===== src/rtl/uart_rx_fifo_if.sv =====
// Bus-side and receiver-side signal bundle for uart_rx_fifo.
// slave  : the FIFO itself (samples i_*, drives o_*).
// master : receiver / register block / bench (drives i_*, samples o_*).
interface uart_rx_fifo_if #(
  parameter int unsigned DEPTH = 16
);
  localparam int unsigned CntW = $clog2(DEPTH) + 1;

  logic            i_rx_done;
  logic [7:0]      i_rx_data;
  logic            i_rd_en;
  logic            i_flush;
  logic            i_clr_overrun;
  logic [7:0]      o_rd_data;
  logic            o_empty;
  logic            o_full;
  logic [CntW-1:0] o_count;
  logic            o_overrun;
  logic            o_irq;

  modport slave (
    input  i_rx_done, i_rx_data, i_rd_en, i_flush, i_clr_overrun,
    output o_rd_data, o_empty, o_full, o_count, o_overrun, o_irq
  );

  modport master (
    output i_rx_done, i_rx_data, i_rd_en, i_flush, i_clr_overrun,
    input  o_rd_data, o_empty, o_full, o_count, o_overrun, o_irq
  );
endinterface


===== src/rtl/uart_rx_fifo.sv =====
// UART receive byte FIFO, first-word-fall-through.
// Captures one byte per rising edge of the receiver's done level, buffers DEPTH
// bytes in a circular store, reports fill level and a sticky overrun flag.
// Optional threshold/overrun interrupt: define UART_RX_FIFO_IRQ_EN.
module uart_rx_fifo #(
  parameter int unsigned DEPTH  = 16,
  parameter int unsigned THRESH = 8
) (
  input logic           clk,
  input logic           rst_n,
  uart_rx_fifo_if.slave bus
);
  localparam int unsigned PtrW = $clog2(DEPTH);
  localparam int unsigned CntW = PtrW + 1;
  localparam logic [CntW-1:0] DepthCnt = CntW'(DEPTH);

  // Elaboration-time parameter sanity.
  if (DEPTH < 2 || (DEPTH & (DEPTH - 1)) != 0) begin : g_bad_depth
    $error("uart_rx_fifo: DEPTH must be a power of two >= 2");
  end
  if (THRESH < 1 || THRESH > DEPTH) begin : g_bad_thresh
    $error("uart_rx_fifo: THRESH must be in 1..DEPTH");
  end

  logic [7:0]      mem [DEPTH];
  logic            done_q;
  logic [PtrW-1:0] wr_ptr_q, wr_ptr_d;
  logic [PtrW-1:0] rd_ptr_q, rd_ptr_d;
  logic [CntW-1:0] count_q, count_d;
  logic            overrun_q, overrun_d;

  logic push, pop, empty, full, wr_en, ovr_set;

  // Push/pop qualification and next-state for pointers, count and overrun.
  always_comb begin
    push    = bus.i_rx_done & ~done_q;
    empty   = (count_q == '0);
    full    = (count_q == DepthCnt);
    pop     = bus.i_rd_en & ~empty;
    // A simultaneous pop frees the slot a push into a full FIFO needs.
    wr_en   = push & ~bus.i_flush & (~full | pop);
    // A push lost to flush is not an overrun.
    ovr_set = push & ~bus.i_flush & full & ~pop;

    wr_ptr_d = wr_ptr_q;
    rd_ptr_d = rd_ptr_q;
    count_d  = count_q;
    if (bus.i_flush) begin
      wr_ptr_d = '0;
      rd_ptr_d = '0;
      count_d  = '0;
    end else begin
      if (wr_en) wr_ptr_d = wr_ptr_q + PtrW'(1);
      if (pop)   rd_ptr_d = rd_ptr_q + PtrW'(1);
      unique case ({wr_en, pop})
        2'b10:   count_d = count_q + CntW'(1);
        2'b01:   count_d = count_q - CntW'(1);
        default: count_d = count_q;
      endcase
    end

    // Set beats clear.
    overrun_d = ovr_set | (overrun_q & ~bus.i_clr_overrun);
  end

  // Control state; stored bytes are discarded by reset via the count.
  always_ff @(posedge clk or negedge rst_n) begin
    if (!rst_n) begin
      done_q    <= 1'b0;
      wr_ptr_q  <= '0;
      rd_ptr_q  <= '0;
      count_q   <= '0;
      overrun_q <= 1'b0;
    end else begin
      done_q    <= bus.i_rx_done;
      wr_ptr_q  <= wr_ptr_d;
      rd_ptr_q  <= rd_ptr_d;
      count_q   <= count_d;
      overrun_q <= overrun_d;
    end
  end

  // Byte storage, not reset.
  always_ff @(posedge clk) begin
    if (wr_en) mem[wr_ptr_q] <= bus.i_rx_data;
  end

`ifdef UART_RX_FIFO_IRQ_EN
  logic irq_q, irq_d;

  // Interrupt tracks next-cycle fill level and overrun.
  always_comb begin
    irq_d = (count_d >= CntW'(THRESH)) | overrun_d;
  end

  // Registered interrupt output.
  always_ff @(posedge clk or negedge rst_n) begin
    if (!rst_n) irq_q <= 1'b0;
    else        irq_q <= irq_d;
  end

  assign bus.o_irq = irq_q;
`else
  assign bus.o_irq = 1'b0;
`endif

  assign bus.o_rd_data = mem[rd_ptr_q];
  assign bus.o_empty   = empty;
  assign bus.o_full    = full;
  assign bus.o_count   = count_q;
  assign bus.o_overrun = overrun_q;
endmodule


===== src/flat_wrapper.sv =====
// flat-port wrapper written by rule: the top's interface ports become plain ports
module uart_rx_fifo_flat 
#(
  parameter int unsigned DEPTH  = 16,
  parameter int unsigned THRESH = 8
)
  (clk, rst_n, bus_i_rx_done, bus_i_rx_data, bus_i_rd_en, bus_i_flush, bus_i_clr_overrun, bus_o_rd_data, bus_o_empty, bus_o_full, bus_o_count, bus_o_overrun, bus_o_irq);
  uart_rx_fifo_if #(.DEPTH(DEPTH)) bus_i ();
  input logic clk;
  input logic rst_n;
  input wire logic [$bits(bus_i.i_rx_done)-1:0] bus_i_rx_done;
  input wire logic [$bits(bus_i.i_rx_data)-1:0] bus_i_rx_data;
  input wire logic [$bits(bus_i.i_rd_en)-1:0] bus_i_rd_en;
  input wire logic [$bits(bus_i.i_flush)-1:0] bus_i_flush;
  input wire logic [$bits(bus_i.i_clr_overrun)-1:0] bus_i_clr_overrun;
  output wire logic [$bits(bus_i.o_rd_data)-1:0] bus_o_rd_data;
  output wire logic [$bits(bus_i.o_empty)-1:0] bus_o_empty;
  output wire logic [$bits(bus_i.o_full)-1:0] bus_o_full;
  output wire logic [$bits(bus_i.o_count)-1:0] bus_o_count;
  output wire logic [$bits(bus_i.o_overrun)-1:0] bus_o_overrun;
  output wire logic [$bits(bus_i.o_irq)-1:0] bus_o_irq;
  assign bus_i.i_rx_done = bus_i_rx_done;
  assign bus_i.i_rx_data = bus_i_rx_data;
  assign bus_i.i_rd_en = bus_i_rd_en;
  assign bus_i.i_flush = bus_i_flush;
  assign bus_i.i_clr_overrun = bus_i_clr_overrun;
  assign bus_o_rd_data = bus_i.o_rd_data;
  assign bus_o_empty = bus_i.o_empty;
  assign bus_o_full = bus_i.o_full;
  assign bus_o_count = bus_i.o_count;
  assign bus_o_overrun = bus_i.o_overrun;
  assign bus_o_irq = bus_i.o_irq;
  uart_rx_fifo #(.DEPTH(DEPTH), .THRESH(THRESH)) u_core (.clk(clk), .rst_n(rst_n), .bus(bus_i));
endmodule

===== config.mk =====
export PLATFORM = sky130hd
export DESIGN_NAME = uart_rx_fifo_flat
export DESIGN_NICKNAME = d
export VERILOG_FILES = /design/src/rtl/uart_rx_fifo_if.sv /design/src/rtl/uart_rx_fifo.sv /design/src/flat_wrapper.sv
export SDC_FILE = /design/constraint.sdc
export NUM_CORES = 1
export LEC_CHECK = 0
export ABC_AREA = 1
export BUFFER_PORTS_ARGS = -buffer_cell sky130_fd_sc_hd__buf_2
export CORE_UTILIZATION = 59
export DETAILED_ROUTE_END_ITERATION = 8
export GPL_TIMING_DRIVEN = 0
export MAX_ROUTING_LAYER = met4
export PLACE_DENSITY = 0.77
export SLEW_MARGIN = 25
export SYNTH_ARGS = -nofsm -noshare
export SYNTH_HDL_FRONTEND = slang
export SYNTH_SLANG_ARGS = --single-unit

===== constraint.sdc =====
create_clock -name clk -period 2.3 [get_ports clk]
set_clock_uncertainty 0.1 [all_clocks]
set_input_delay 0.345 -clock clk [delete_from_list [all_inputs] [get_ports clk]]
set_output_delay 0.345 -clock clk [all_outputs]
set_load 0.01 [all_outputs]

==> flow_metrics.env <==
export IMPL_outcome="finished with violations"
export IMPL_violations="setup timing"
export IMPL_required_ps=1860
export IMPL_ant_nets=0
export IMPL_io_buffers=28
export IMPL_dpl_hpwl_mm=9.59
export IMPL_fin_ws_ps=-379
export IMPL_p_comb_share_pct=26.2
export IMPL_hold_ws_ps=33.3
export IMPL_h_tree_depth=4
export IMPL_wire_per_inst_um=21.3
export IMPL_coreArea_um2=9860
export IMPL_nets=593
export IMPL_syn_instance_count=512
export IMPL_finalCritPeriodShare_pct=116
export IMPL_crit_type="flip-flop to output pin"
export IMPL_die_w_um=104
export IMPL_drt_pass1_iter_count=6
export IMPL_min_from="bus_i_flush"
export IMPL_fin_crit_ps=2680
export IMPL_initialDrtViolationCount=523
export IMPL_yosys_register_bits=143
export IMPL_synth_edf_count=128
export IMPL_synthArstFlopShare_pct=10.5
export IMPL_worstHoldEndpoint="u_core.bus.o_count[0]"
export IMPL_synth_cell_types=28
export IMPL_clkTransAtPathRegs_ps=60
export IMPL_setup_viol=8
export IMPL_cts_buffers_inserted=17
export IMPL_via_per_inst=6.13
export IMPL_rsz0062_at_grt="true"
export IMPL_maxCapViolCount=0
export IMPL_start_util_pct=61.6
export IMPL_rr_worst_depth=8
export IMPL_cp_start_kind="flip-flop"
export IMPL_area_delta_synth_final_pct=19.4
export IMPL_antennaDiodeCount=0
export IMPL_dp_slack_ps=-42.4
export IMPL_layout_commonest_cell="edfxtp_1"
export IMPL_switching_share_pct=30.8
export IMPL_antenna_found_initial=0
export IMPL_worstReg2RegEnd="u_core.mem[3][0]"
export IMPL_seqPwrFrac_pct=39.7
export IMPL_die_h_um=104
export IMPL_hold_depth=4
export IMPL_worst_pin_slew_ps=524
export IMPL_syn_area_um2=6080
export IMPL_layout_common_cells="128 x edfxtp_1, 89 x nor2_1, 52 x o21ai_0"
export IMPL_p_leak_nw=2.63
export IMPL_slew_headroom_pct=65.0
export IMPL_reg2reg_from="u_core.bus.o_count[1]"
export IMPL_insertion_delay_ps=530
export IMPL_vias=4384
export IMPL_drc_errors=0
export IMPL_arrival_ps=2230
export IMPL_crit_fanout=7
export IMPL_fp_row_count=36
export IMPL_reg2reg_slack_ps=140
export IMPL_finalPower_mw=7.41
export IMPL_die_area_um2=10700
export IMPL_grt_pass1_wl_mm=23.1
export IMPL_maxSlewViolCount=0
export IMPL_end_kind="output pin"
export IMPL_wl_mm=15.2
export IMPL_clk_path_buf_depth=2
export IMPL_grt_max_degree=17
export IMPL_seqCellArea_um2=4220
export IMPL_track_usage_pct=30.8
export IMPL_ys_seq_area_share_pct=69.4
export IMPL_nFillCells=633
export IMPL_cts_num_sinks=143
export IMPL_cts_tree="yes"
export IMPL_synth_ff_type="edfxtp_1"
export IMPL_p_switching_mw=2.28
export IMPL_grt_overflow_total=0
export IMPL_num_io_pins=31
export IMPL_fmax_mhz=373
export IMPL_vdd_drop_max_v=0.000655
export IMPL_clkPwrFrac_pct=34.1
export IMPL_avgSynthCellArea_um2=11.9
export IMPL_grt_pass1_vias=4212
export IMPL_drive_above_1_share_pct=22.5
export IMPL_p_int_mw=5.13
export IMPL_routabilityCongestion=0.919
export IMPL_p_per_area_nw_per_um2=1020
export IMPL_clock_root_buffer="clkbuf_8"
export IMPL_multiInputGateArea_um2=1750
export IMPL_min_path_type="primary input to flip-flop"
export IMPL_yosys_warnings=0
export IMPL_hold_viol_final=0
export IMPL_syn_nets=535
==> cell families (layout without fill, tap and decap cells) <==
kind of cell	after synthesis	after routing	synth area share [%]
adder cells (fa/ha/maj)	9	9	1.98
flip-flops	143	143	69.4
buffers and inverters	49	119	3.91
AND/OR/NAND/NOR	197	197	13.4
XOR/XNOR	5	5	0.720
other	1	1	0.0617
AO/OA/AOI/OAI	108	108	10.5
==> layer usage <==
layer / GRT usage (%) / vias up / wire length (µm)
met5: - / - / 0
met4: 15.6 / 0 / 568
met3: 7.11 / 52 / 1480
met2: 46.7 / 269 / 7240
met1: 39.1 / 2119 / 5910
li1: - / 1944 / -
==> critical path, cell delays in order (launching register included) <==
cell	delay [ps]
dfrtp_1	410
buf_6	160
inv_8	60
buf_8	120
buf_12	140
nor2_4	30
nor2_1	90
o21ai_1	110
o211ai_1	160
nand3_1	180
nand2_1	100
buf_2	130
==> sequential cells by signal, indices dropped and copies added (netlist names) <==
signal / count
u_core.mem: 128
u_core.done_q: 1
u_core.rd_ptr_q: 4
u_core.bus.o_overrun: 1
u_core.bus.o_count: 5
u_core.wr_ptr_q: 4
==> cells in the mapped netlist (2+ instances only) <==
cell | number | area, µm²
xor2_1 | 2 | 17.5
buf_6 | 3 | 33.8
nand3_1 | 34 | 170
o21ai_0 | 62 | 310
buf_4 | 5 | 37.5
o21ai_1 | 6 | 30.0
o211ai_1 | 32 | 240
buf_2 | 10 | 50.1
inv_2 | 2 | 7.51
nand2_1 | 44 | 165
nor2_2 | 6 | 37.5
xnor2_1 | 3 | 26.3
dfrtp_1 | 15 | 375
inv_1 | 18 | 67.6
clkinv_1 | 2 | 7.51
edfxtp_1 | 128 | 3840
a21oi_1 | 4 | 20.0
nor2_1 | 110 | 413
clkbuf_1 | 9 | 33.8
ha_1 | 8 | 100
o31ai_1 | 2 | 15.0
==> layout make-up <==
| type | instances | share of cell area, % |
|---|---|---|
| inverters | 22 | 1.33 |
| clock buffers | 17 | 5.70 |
| flip-flops and latches | 143 | 58.1 |
| multi-input cells | 320 | 24.1 |
| well taps | 133 | 2.29 |
| repair buffers | 42 | 4.10 |
| clock inverters | 14 | 1.74 |
| plain buffers | 24 | 2.60 |
==> power groups by stage <==
stage	clock [mW]	combinational, mW	sequential, mW
5_1_grt	2.63	2.10	2.95
3_5_place_dp	0	1.57	2.99
3_3_place_gp	0	1.54	2.98
4_1_cts	2.53	1.79	2.94
6_report	2.53	1.94	2.94
2_1_floorplan	0	1.02	2.99
==> how the worst max path moves through the flow <==
stage	startpoint	to	slack, ps	cells past startpoint
after global routing	u_core.rd_ptr_q[0]	bus_o_rd_data[4]	-440	11
after global placement	bus_i_flush	u_core.mem[3][4]	-20	8
after floorplan	u_core.bus.o_count[1]	u_core.bus.o_count[4]	260	13
final	u_core.rd_ptr_q[0]	bus_o_rd_data[3]	-380	11
after detailed placement	bus_i_flush	u_core.mem[1][1]	-40	8
after CTS	u_core.rd_ptr_q[0]	bus_o_rd_data[5]	-320	11
==> what timing repair did <==
action                                  CTS  global route
hold endpoints to repair                 20             0
endpoints found under the setup margin   32           130
gates cloned                              1             0
resized for setup                        35            46
hold buffers                              4             0
setup buffers                             6             3
pin swaps                                 7            19
==> metrics by stage <==
| stage | cells | TNS, ps | cell area, µm² | util, % |
|---|---|---|---|---|
| floorplan | 512 | 0 | 6080 | - |
| global placement | 673 | -152 | 6390 | 64.7 |
| detailed placement | 673 | -1130 | 6390 | 64.7 |
| CTS | 714 | -2430 | 7120 | 72.1 |
| global route | 715 | -4070 | 7260 | 73.6 |
| finish | 715 | -2560 | 7260 | 73.6 |
(Power assumes the default switching activity.)
